## src/rtl/cond_exec_stage_if.sv

```systemverilog
// Decode-to-execute control bundle and execute-stage results for cond_exec_stage.
// The master drives the decoded controls and reads the conditioned results; the stage is the slave.
interface cond_exec_stage_if #(
    parameter int CNT_W = 16
);
    logic             StallE;
    logic             FlushE;
    logic             PCSrcD;
    logic             RegWD;
    logic             MemWD;
    logic             MemtoRegD;
    logic             BranchD;
    logic [1:0]       FlagWD;
    logic [3:0]       CondD;
    logic             PredTakenD;
    logic [3:0]       ALUFlags;

    logic             PCSrcE;
    logic             RegWE;
    logic             MemWE;
    logic             MemtoRegE;
    logic             BranchTakenE;
    logic             MispredictE;
    logic             CondExE;
    logic [3:0]       Flags;
    logic [CNT_W-1:0] MispredCount;

    modport master (
        output StallE, FlushE, PCSrcD, RegWD, MemWD, MemtoRegD, BranchD,
               FlagWD, CondD, PredTakenD, ALUFlags,
        input  PCSrcE, RegWE, MemWE, MemtoRegE, BranchTakenE, MispredictE,
               CondExE, Flags, MispredCount
    );

    modport slave (
        input  StallE, FlushE, PCSrcD, RegWD, MemWD, MemtoRegD, BranchD,
               FlagWD, CondD, PredTakenD, ALUFlags,
        output PCSrcE, RegWE, MemWE, MemtoRegE, BranchTakenE, MispredictE,
               CondExE, Flags, MispredCount
    );
endinterface

```

## src/rtl/cond_exec_stage.sv

```systemverilog
// Execute stage: D->E control register, NZCV flags, ARM condition check, branch resolution.
// Optional misprediction counter enabled by defining MISPRED_CNT_EN.
module cond_exec_stage #(
    parameter int CNT_W = 16
) (
    input logic               clk,
    input logic               reset,
    cond_exec_stage_if.slave  bus
);
    logic       ValidE;
    logic       PCSrcE_r;
    logic       RegWE_r;
    logic       MemWE_r;
    logic       MemtoRegE_r;
    logic       BranchE_r;
    logic [1:0] FlagWE_r;
    logic [3:0] CondE_r;
    logic       PredTakenE_r;

    logic [3:0] flags_r;
    logic       cond_result;
    logic       cond_ex;
    logic       pc_src;
    logic       mispredict;

    // Branch type is carried for downstream visibility; resolution uses the PC-write path.
    logic unused_branch;
    assign unused_branch = BranchE_r;

    // NOTE: sequential state uses non-blocking assignments so every register samples pre-edge values.
    // A flush loads the same bubble as reset (AL condition, everything else cleared) and beats a stall.
    always_ff @(posedge clk) begin
        if (reset || bus.FlushE) begin
            ValidE       <= 1'b0;
            PCSrcE_r     <= 1'b0;
            RegWE_r      <= 1'b0;
            MemWE_r      <= 1'b0;
            MemtoRegE_r  <= 1'b0;
            BranchE_r    <= 1'b0;
            FlagWE_r     <= 2'b00;
            CondE_r      <= 4'b1110;
            PredTakenE_r <= 1'b0;
        end else if (!bus.StallE) begin
            ValidE       <= 1'b1;
            PCSrcE_r     <= bus.PCSrcD;
            RegWE_r      <= bus.RegWD;
            MemWE_r      <= bus.MemWD;
            MemtoRegE_r  <= bus.MemtoRegD;
            BranchE_r    <= bus.BranchD;
            FlagWE_r     <= bus.FlagWD;
            CondE_r      <= bus.CondD;
            PredTakenE_r <= bus.PredTakenD;
        end
    end

    // Flags survive a flush; the instruction leaving E still commits its flag write.
    always_ff @(posedge clk) begin
        if (reset) begin
            flags_r <= 4'b0000;
        end else if (!bus.StallE && cond_ex) begin
            if (FlagWE_r[1]) flags_r[3:2] <= bus.ALUFlags[3:2];
            if (FlagWE_r[0]) flags_r[1:0] <= bus.ALUFlags[1:0];
        end
    end

    logic n, z, c, v;
    assign {n, z, c, v} = flags_r;

    // NOTE: the default assignment before the case keeps this purely combinational (no latch).
    always_comb begin
        cond_result = 1'b0;
        case (CondE_r)
            4'b0000: cond_result = z;
            4'b0001: cond_result = !z;
            4'b0010: cond_result = c;
            4'b0011: cond_result = !c;
            4'b0100: cond_result = n;
            4'b0101: cond_result = !n;
            4'b0110: cond_result = v;
            4'b0111: cond_result = !v;
            4'b1000: cond_result = c && !z;
            4'b1001: cond_result = !c || z;
            4'b1010: cond_result = (n == v);
            4'b1011: cond_result = (n != v);
            4'b1100: cond_result = !z && (n == v);
            4'b1101: cond_result = z || (n != v);
            4'b1110: cond_result = 1'b1;
            default: cond_result = 1'b0;
        endcase
    end

    assign cond_ex    = ValidE & cond_result;
    assign pc_src     = PCSrcE_r & cond_ex;
    // A stalled instruction reports its misprediction only in the cycle it actually leaves E.
    assign mispredict = ValidE & !bus.StallE & (pc_src ^ PredTakenE_r);

    assign bus.CondExE      = cond_ex;
    assign bus.PCSrcE       = pc_src;
    assign bus.RegWE        = RegWE_r & cond_ex;
    assign bus.MemWE        = MemWE_r & cond_ex;
    assign bus.MemtoRegE    = MemtoRegE_r;
    assign bus.BranchTakenE = pc_src;
    assign bus.MispredictE  = mispredict;
    assign bus.Flags        = flags_r;

`ifdef MISPRED_CNT_EN
    logic [CNT_W-1:0] mispred_cnt;

    // Saturating count: holds at all-ones instead of wrapping.
    always_ff @(posedge clk) begin
        if (reset) begin
            mispred_cnt <= '0;
        end else if (mispredict && !(&mispred_cnt)) begin
            mispred_cnt <= mispred_cnt + 1'b1;
        end
    end

    assign bus.MispredCount = mispred_cnt;
`else
    assign bus.MispredCount = {CNT_W{1'b0}};
`endif
endmodule
```

## src/flat_wrapper.sv

```systemverilog
// flat-port wrapper written by rule: the top's interface ports become plain ports
module cond_exec_stage_flat 
#(
    parameter int CNT_W = 16
)
  (clk, reset, bus_StallE, bus_FlushE, bus_PCSrcD, bus_RegWD, bus_MemWD, bus_MemtoRegD, bus_BranchD, bus_FlagWD, bus_CondD, bus_PredTakenD, bus_ALUFlags, bus_PCSrcE, bus_RegWE, bus_MemWE, bus_MemtoRegE, bus_BranchTakenE, bus_MispredictE, bus_CondExE, bus_Flags, bus_MispredCount);
  cond_exec_stage_if #(.CNT_W(CNT_W)) bus_i ();
  input logic clk;
  input logic reset;
  input wire logic [$bits(bus_i.StallE)-1:0] bus_StallE;
  input wire logic [$bits(bus_i.FlushE)-1:0] bus_FlushE;
  input wire logic [$bits(bus_i.PCSrcD)-1:0] bus_PCSrcD;
  input wire logic [$bits(bus_i.RegWD)-1:0] bus_RegWD;
  input wire logic [$bits(bus_i.MemWD)-1:0] bus_MemWD;
  input wire logic [$bits(bus_i.MemtoRegD)-1:0] bus_MemtoRegD;
  input wire logic [$bits(bus_i.BranchD)-1:0] bus_BranchD;
  input wire logic [$bits(bus_i.FlagWD)-1:0] bus_FlagWD;
  input wire logic [$bits(bus_i.CondD)-1:0] bus_CondD;
  input wire logic [$bits(bus_i.PredTakenD)-1:0] bus_PredTakenD;
  input wire logic [$bits(bus_i.ALUFlags)-1:0] bus_ALUFlags;
  output wire logic [$bits(bus_i.PCSrcE)-1:0] bus_PCSrcE;
  output wire logic [$bits(bus_i.RegWE)-1:0] bus_RegWE;
  output wire logic [$bits(bus_i.MemWE)-1:0] bus_MemWE;
  output wire logic [$bits(bus_i.MemtoRegE)-1:0] bus_MemtoRegE;
  output wire logic [$bits(bus_i.BranchTakenE)-1:0] bus_BranchTakenE;
  output wire logic [$bits(bus_i.MispredictE)-1:0] bus_MispredictE;
  output wire logic [$bits(bus_i.CondExE)-1:0] bus_CondExE;
  output wire logic [$bits(bus_i.Flags)-1:0] bus_Flags;
  output wire logic [$bits(bus_i.MispredCount)-1:0] bus_MispredCount;
  assign bus_i.StallE = bus_StallE;
  assign bus_i.FlushE = bus_FlushE;
  assign bus_i.PCSrcD = bus_PCSrcD;
  assign bus_i.RegWD = bus_RegWD;
  assign bus_i.MemWD = bus_MemWD;
  assign bus_i.MemtoRegD = bus_MemtoRegD;
  assign bus_i.BranchD = bus_BranchD;
  assign bus_i.FlagWD = bus_FlagWD;
  assign bus_i.CondD = bus_CondD;
  assign bus_i.PredTakenD = bus_PredTakenD;
  assign bus_i.ALUFlags = bus_ALUFlags;
  assign bus_PCSrcE = bus_i.PCSrcE;
  assign bus_RegWE = bus_i.RegWE;
  assign bus_MemWE = bus_i.MemWE;
  assign bus_MemtoRegE = bus_i.MemtoRegE;
  assign bus_BranchTakenE = bus_i.BranchTakenE;
  assign bus_MispredictE = bus_i.MispredictE;
  assign bus_CondExE = bus_i.CondExE;
  assign bus_Flags = bus_i.Flags;
  assign bus_MispredCount = bus_i.MispredCount;
  cond_exec_stage #(.CNT_W(CNT_W)) u_core (.clk(clk), .reset(reset), .bus(bus_i));
endmodule
```

## config.mk

```make
export PLATFORM = sky130hd
export DESIGN_NAME = cond_exec_stage_flat
export DESIGN_NICKNAME = d
export VERILOG_FILES = /design/src/rtl/cond_exec_stage_if.sv /design/src/rtl/cond_exec_stage.sv /design/src/flat_wrapper.sv
export SDC_FILE = /design/constraint.sdc
export NUM_CORES = 1
export LEC_CHECK = 0
export CORE_ASPECT_RATIO = 1.4
export CORE_MARGIN = 2
export CORE_UTILIZATION = 40
export CTS_CLUSTER_SIZE = 40
export DETAILED_ROUTE_END_ITERATION = 10
export PLACE_DENSITY = 0.75
export REMOVE_ABC_BUFFERS = 1
export SKIP_LAST_GASP = 1
export SYNTH_ARGS = -nofsm -noshare
export SYNTH_HDL_FRONTEND = slang
export SYNTH_SLANG_ARGS = --single-unit
```

## constraint.sdc

```tcl
create_clock -name clk -period 2.7 [get_ports clk]
set_input_delay 0.405 -clock clk [delete_from_list [all_inputs] [get_ports clk]]
set_output_delay 0.405 -clock clk [all_outputs]
set_load 0.01 [all_outputs]
```

==> results by group, run 1 <==
Worst setup path
  – Slowest library cell on the worst path: dfxtp_2
  – CP Capture Type: output pin
  – Crit path DAT: 2230 ps
  – Worst Path Required: 2300 ps
  – CP max stage delay: 390 ps
  – Crit path cell chain: and2b_1 -> nor2b_1 -> o311a_4 -> or3_4 -> and3_1 -> dlygate4sd2_1
  – Critical setup path kind: reg2out
  – CP max FO: 10
  – CP startpoint kind: flip-flop

Place
  – Global placement routability congestion: 0.710
  – Dpl hpwl: 1.63 mm
  – Port-buffer cells: 29
  – Placed cell area: 1260 sq um

Logic synthesis
  – Compound-Gate Fraction of Synth Area: 9.45%
  – EDFF count, synth: 0
  – Top FF cell, synth: dfxtp_1
  – Synth top area share: 32.2%
  – Post-synthesis mux area share: 18.8%
  – Xor/xnor share of the synthesized area: 0.882%
  – Synth area leader: dfxtp_1
  – Synth warnings: 0
  – Synthesized area per cell: 9.03 sq um
  – Ranking of synthesized cells by area: dfxtp_1 32%, mux2i_1 16%, buf_4 13%
  – Register area share after synthesis: 32.2%
  – Dominant cell by count in the synthesized netlist: buf_4
  – Synth top cells by count: 17 x buf_4, 16 x dfxtp_1, 16 x mux2i_1
  – Ys async rst share: 0%
  – Simple logic cell fraction of the synthesized area: 22.7%
  – Yosys reg bits: 16
  – Cell Area, Synth: 993 sq um
  – Main combinational cell family by area after synthesis: simple AND/OR/NAND/NOR gates
  – Netlist cell types: 34
  – Cell count after synthesis: 110
  – Adder-cell area share of the yosys netlist: 0%

Finish
  – Final net count: 163
  – Layout area overhead: 36.1%
  – Final Util: 57.2%
  – Ratio of cells with drive above 1 in the final layout: 18.3%
  – Ant diodes: 0
  – Fin area: 1350 sq um
  – Fillers: 224

Clocking
  – CTS clk-pin slew, worst paths: 110 ps
  – Hold buffer count at CTS: 0
  – CTS tree: built
  – CTS root buffer: clkbuf_4
  – CTS buffer count: 3
  – Clk buf depth: 2
  – Sink Count: 16
  – CTS H-Tree Depth: 1
  – Worst-skew pair later-pin latency: 300 ps

Hold path
  – Worst Hold Class: reg2reg

Timing
  – Hold Fails Final Rpt: 0
  – F_max: 379 MHz
  – Clk_skew: 18.8 ps
  – Fin. max-slew vios: 0
  – RSZ-0062 raised after global routing: true
  – Final min period: 2640 ps
  – Period utilization: 97.7%
  – Final setup vio count: 0

Floorplan
  – FP Rows: 21
  – Die Ht: 63.0 microns
  – Initial core utilization: 42.0%
  – Num ports: 47
  – Die ar.: 2900 sq um
  – Core area: 2360 sq um
  – Chip width: 46.1 microns

Global route
  – Initial antenna violation count: 0
  – Global-route wire length before repair: 3.22 mm
  – GR Util met1: 14.4%
  – Global route overflow: 0
  – GR Layer Usage met3: 3.47%
  – M2 GR Usage: 26.9%
  – Largest net degree at the start of global routing: 11
  – Gr busiest metal: met2
  – Total GRT Usage: 14.8%
  – Vias in the first global route: 785

Outcome
  – Status: finished clean

Detailed routing
  – Routed WL per cell: 12.8 microns
  – Final WL: 2.12 mm
  – DRC viols: 0
  – Via density: 5.07
  – Antenna-violating nets left: 0
  – Drt pass-1 iters: 4
  – Via Count: 837
  – DR iter-0 viols: 17

Flow run
  – MaxCap Viol Count: 0

Power and ir drop
  – Leakage: 0.000608 uW
  – Peak supply drop: 0.221 mV
  – Pwr Density: 366 nW/um^2
==> final timing paths <==
| check | cells past startpoint | start | slack [ps] | end |
|---|---|---|---|---|
| hold / removal | 2 | u_core.bus.MemtoRegE | 520 | u_core.bus.MemtoRegE |
| hold reg to reg | 2 | u_core.bus.MemtoRegE | 520 | u_core.bus.MemtoRegE |
| setup / recovery | 6 | u_core.CondE_r[2] | 60 | bus_MemWE |
| setup reg to reg | 6 | u_core.CondE_r[1] | 770 | u_core.bus.Flags[1] |
==> through the flow <==
stage                     setup slack [ps]  hold slack (ps)  power [uW]  setup TNS [ps]  instances
final                                 61.9              518         495               0        165
after global routing                 -3.74              547         513           -8.99        165
after CTS                             56.7              524         494               0        164
after detailed placement              57.4              501         337               0        160
after global placement                 137              475         335               0        160
after floorplan                        554              455         292               0        103
==> worst max-delay path, delay by kind of cell (launching register included) <==
kind	cells	cell delay, ps
DFF	1	390
and+or+nand+nor	4	870
buffers and inverters	1	280
AOI/OAI and AO/OA	1	380
==> cell type report <==
class | instances | area (sq um) | share of cell area, %
multi-input combinational | 85 | 627 | 46.3
timing repair buffer | 35 | 328 | 24.2
sequential | 16 | 325 | 24.1
clock buffer | 4 | 36.3 | 2.68
tap | 23 | 28.8 | 2.13
inverter | 2 | 7.51 | 0.555
==> cell usage in the layout, fill, tap and decap left out, drive strengths merged, types with 2 or more instances in the layout <==
master,n
clkdlybuf4s50,23
mux2i,16
conb,16
dfxtp,16
nor2,11
nand2b,9
dlygate4sd2,6
buf,6
nand2,5
clkbuf,4
and3,3
mux2,2
and2b,2
inv,2
nor3,2
o311ai,2
or3,2
==> flip-flops by register name, indices dropped and copies added (netlist names) <==
register,flops
u_core.ValidE,1
u_core.RegWE_r,1
u_core.PCSrcE_r,1
u_core.MemWE_r,1
u_core.FlagWE_r,2
u_core.bus.Flags,4
u_core.bus.MemtoRegE,1
u_core.CondE_r,4
u_core.PredTakenE_r,1
==> cell families after synthesis <==
kind of cell | Yosys count
simple gates | 41
other cells | 1
compound gates | 9
buf+inv | 24
xor+xnor | 1
flops | 16
mux | 18
==> routing by layer <==
layer	up-vias	routed length, microns
met5	-	0
met3	4	150
li1	410	-
met4	0	19
met2	38	1180
met1	385	766
==> report_power, final <==
group / switching, uW / internal (uW) / leakage [uW] / total [uW]
Combinational: 37.7 / 46.8 / 0.000457 / 84.5
Sequential: 6.41 / 242 / 0.000130 / 249
Clock: 80.0 / 82.2 / 0.0000210 / 162
==> repair_timing <==
item,CTS,global route
pin swaps,2,2
endpoints found under the setup margin,6,5
gates resized for setup,14,5
setup buffers,0,1
gates cloned,0,0
No activity file was read; power rests on OpenSTA's default activity.
==> inputs of run 2 (changes only) <==
--- a/config.mk
+++ b/config.mk
@@ -5,6 +5,7 @@
 export SDC_FILE = /design/constraint.sdc
 export NUM_CORES = 1
 export LEC_CHECK = 0
+export ABC_AREA = 1
 export CORE_ASPECT_RATIO = 1.4
 export CORE_MARGIN = 2
 export CORE_UTILIZATION = 40
==> run 2 against run 1 <==
  * Synthesized area down 3.5%
  * Critical path depth up 4
  * Global-route usage up 0.70 points
  * Sequential cell count unchanged
  * Non-clock buffer count down 4
  * Setup slack better by 140 ps
  * Final area down 6.7%
  * Synthesized cell count up 38%
  * Count of clock-buffer cells in the layout unchanged
  * Critical path type unchanged
  * Highest routed layer unchanged
==> results by group, run 2 <==
Outcome
  – Status: finished clean

Floorplan
  – Core area: 2340 sq um (-1.1%)
  – Die ar.: 2810 sq um (-3.3%)
  – Initial core utilization: 41.0% (-1.0 points)
  – Chip width: 45.4 microns (-1.6%)
  – Num ports: 47 (unchanged)
  – Die Ht: 61.9 microns (-1.7%)
  – FP Rows: 21 (unchanged)

Worst setup path
  – CP startpoint kind: flip-flop
  – Crit path DAT: 2090 ps (-140 ps)
  – Worst Path Required: 2300 ps (about the same)
  – Critical setup path kind: reg2out
  – R2R Path End: u_core.bus.Flags[3]
  – Reg2Reg Setup Slack: 1220 ps (+450 ps)
  – Setup crit start: u_core.CondE_r[2]
  – CP Capture Type: output pin
  – FF-to-FF Start: u_core.CondE_r[2]
  – CP max FO: 5 (-5)
  – Worst R2R Path Depth: 11 (+5)

Clocking
  – Sink Count: 16 (unchanged)
  – Post-CTS Setup Inserts: 0 (unchanged)
  – CTS root buffer: clkbuf_4
  – CTS buffer count: 3 (unchanged)
  – Count of cells resized by post-cts repair: 0 (-14)
  – CTS clk-pin slew, worst paths: 100 ps (about the same)
  – Worst-skew pair later-pin latency: 300 ps (about the same)
  – Clk buf depth: 2 (unchanged)
  – Hold buffer count at CTS: 0 (unchanged)
  – CTS tree: built
  – CTS H-Tree Depth: 1 (unchanged)

Logic synthesis
  – Dominant cell by count in the synthesized netlist: nand2_1
  – Cell Area, Synth: 958 sq um (-3.5%)
  – Ranking of synthesized cells by area: dfxtp_1 33%, nand2_1 17%, buf_4 13%
  – Netlist cell types: 17 (-50%)
  – Synth area leader: dfxtp_1
  – Top FF cell, synth: dfxtp_1
  – Synth warnings: 0 (unchanged)
  – Yosys reg bits: 16 (unchanged)
  – Synth top cells by count: 44 x nand2_1, 20 x nor2_1, 17 x buf_4, 17 x inv_1, 16 x dfxtp_1
  – Synthesized area per cell: 6.31 sq um (-30%)
  – Ys async rst share: 0% (unchanged)
  – Synth top area share: 33.4% (+1.2 points)
  – EDFF count, synth: 0 (unchanged)
  – Cell count after synthesis: 152 (+38%)
  – Register area share after synthesis: 33.4% (+1.2 points)

Power and ir drop
  – Reg power frac: 49.7% (-0.5 points)
  – Leakage: 0.000598 uW (-1.7%)
  – Switching Power: 135 uW (+9.0%)
  – Pwr Density: 398 nW/um^2 (+8.8%)
  – Sw Share: 26.9% (+1.8 points)
  – Power share of the combinational group: 17.6% (+0.5 points)
  – Int Power: 368 uW (-0.98%)
  – Clock share of power: 32.8% (about the same)
  – Total power: 503 uW (+1.5%)
  – Peak supply drop: 0.308 mV (+39%)

Finish
  – Fin area: 1260 sq um (-6.7%)
  – Commonest non-fill, non-tap cell in the layout: nand2_1
  – Most frequent cells in the layout: 44 x nand2_1, 28 x clkdlybuf4s50_1, 19 x nor2_1
  – Final cell count without fillers: 205 (+24%)
  – Ratio of cells with drive above 1 in the final layout: 7.69% (-11 points)
  – Final net count: 203 (+25%)
  – Layout area overhead: 31.7%
  – Ant diodes: 0 (unchanged)
  – Fillers: 233 (+4.0%)

Detailed routing
  – DR iter-0 viols: 14 (-3)
  – Drt pass-1 iters: 3 (-1)
  – Final WL: 2.03 mm (-4.0%)
  – Via density: 4.65 (-8.3%)
  – DRC viols: 0 (unchanged)
  – Via Count: 954 (+14%)
  – Routed WL per cell: 9.92 microns (-23%)
  – Antenna-violating nets left: 0 (unchanged)

Global route
  – Total GRT Usage: 15.5% (+0.70 points)
  – Gr busiest metal: met2
  – M2 GR Usage: 31.0% (+4.1 points)
  – Largest net degree at the start of global routing: 14 (+3)
  – Global-route wire length before repair: 3.19 mm (-0.87%)
  – GR Layer Usage met3: 2.60% (-0.87 points)
  – Global route overflow: 0 (unchanged)
  – Vias in the first global route: 815 (+3.8%)
  – GR Util met1: 15.6% (+1.2 points)
  – Initial antenna violation count: 0 (unchanged)

Timing
  – RSZ-0062 raised after global routing: false
  – Final total negative setup slack: 0 ps (unchanged)
  – Final min period: 2500 ps (-138 ps)
  – Period utilization: 92.6% (-5.1 points)
  – Fin. max-slew vios: 0 (unchanged)
  – Final setup vio count: 0 (unchanged)
  – F_max: 400 MHz (+5.5%)
  – Minimum hold slack: 468 ps (-50.6 ps)
  – Clk_skew: 6.29 ps (-12.5 ps)
  – Hold Fails Final Rpt: 0 (unchanged)

Place
  – Placed Cells: 201 (+26%)
  – Dpl hpwl: 1.66 mm (+2.1%)
  – Placed cell area: 1210 sq um (-4.0%)
  – Port-buffer cells: 29 (unchanged)
  – Global placement routability congestion: 0.777 (+9.3%)

Hold path
  – Hold endpoint: u_core.RegWE_r
  – Hold path cells: 2 (unchanged)
  – Hold Startpoint: u_core.RegWE_r
  – Worst Hold Class: reg2reg

Flow run
  – MaxCap Viol Count: 0 (unchanged)
[run 2: changes by cell type in the layout (fill, tap and decap cells not counted), moves of 3 or more]
cell / before / now
dlygate4sd2_1: 6 / 0
mux2i_1: 16 / 0
buf_4: 6 / 2
nand2b_1: 9 / 0
o21ai_0: 1 / 4
and3_1: 3 / 0
nor2_1: 11 / 19
o211ai_1: 0 / 3
nand3_1: 1 / 11
inv_1: 2 / 17
a21oi_1: 1 / 10
nand2_1: 5 / 44
clkdlybuf4s50_1: 23 / 28
[run 2: logic make-up after synthesis]
kind of cell / after synthesis / share of synthesized area, %
AOI/OAI and AO/OA: 18 / 10.4
buffers and inverters: 37 / 21.3
DFF: 16 / 33.4
other: 1 / 0.391
and+or+nand+nor: 80 / 34.5
[run 2: worst max path at each step]
stage,slack (ps),end,cells past startpoint
final,200,bus_BranchTakenE,10
after global routing,50,bus_PCSrcE,11
after CTS,10,bus_MispredictE,13
after detailed placement,360,bus_MispredictE,13
after global placement,400,bus_MispredictE,13
after floorplan,900,bus_MispredictE,13
[run 2: area by class of cell]
type / instances / area [sq um] / share of cell area (%)
clock buffers: 4 / 36.3 / 2.87
inverters: 17 / 63.8 / 5.05
multi-input cells: 114 / 498 / 39.4
flip-flops and latches: 16 / 328 / 26.0
well taps: 23 / 28.8 / 2.28
repair buffers: 31 / 308 / 24.4
[run 2: worst max-delay path, cell delays in order (launching register included)]
cell and delay [ps]:
dfxtp_1 340, inv_1 130, nand2_1 60, nor2_1 130, nand2_1 90, nand3_1 100
nor2_1 50, nand3_2 90, nand2_2 100, nor2_2 150, clkdlybuf4s50_1 560
[run 2: routing by layer]
layer | share of wire (%) | wire (microns)
met1 | 39 | 788
met2 | 55 | 1130
met3 | 4.2 | 86
met4 | 1.5 | 30
met5 | 0 | 0
[run 2: power by group through the flow]
stage | sequential (uW) | clock [uW] | combinational [uW]
global route | 251 | 178 | 99.2
global placement | 255 | 0 | 85.6
floorplan | 254 | 0 | 44.9
CTS | 250 | 166 | 87.5
detailed placement | 255 | 0 | 87.3
finish | 250 | 165 | 88.4
[run 2: metrics by stage]
stage,setup WS (ps),util (%)
after floorplan,899,-
after global placement,397,51.7
after detailed placement,358,51.7
after CTS,10.2,53.2
after global routing,49.9,54.0
final,200,54.0
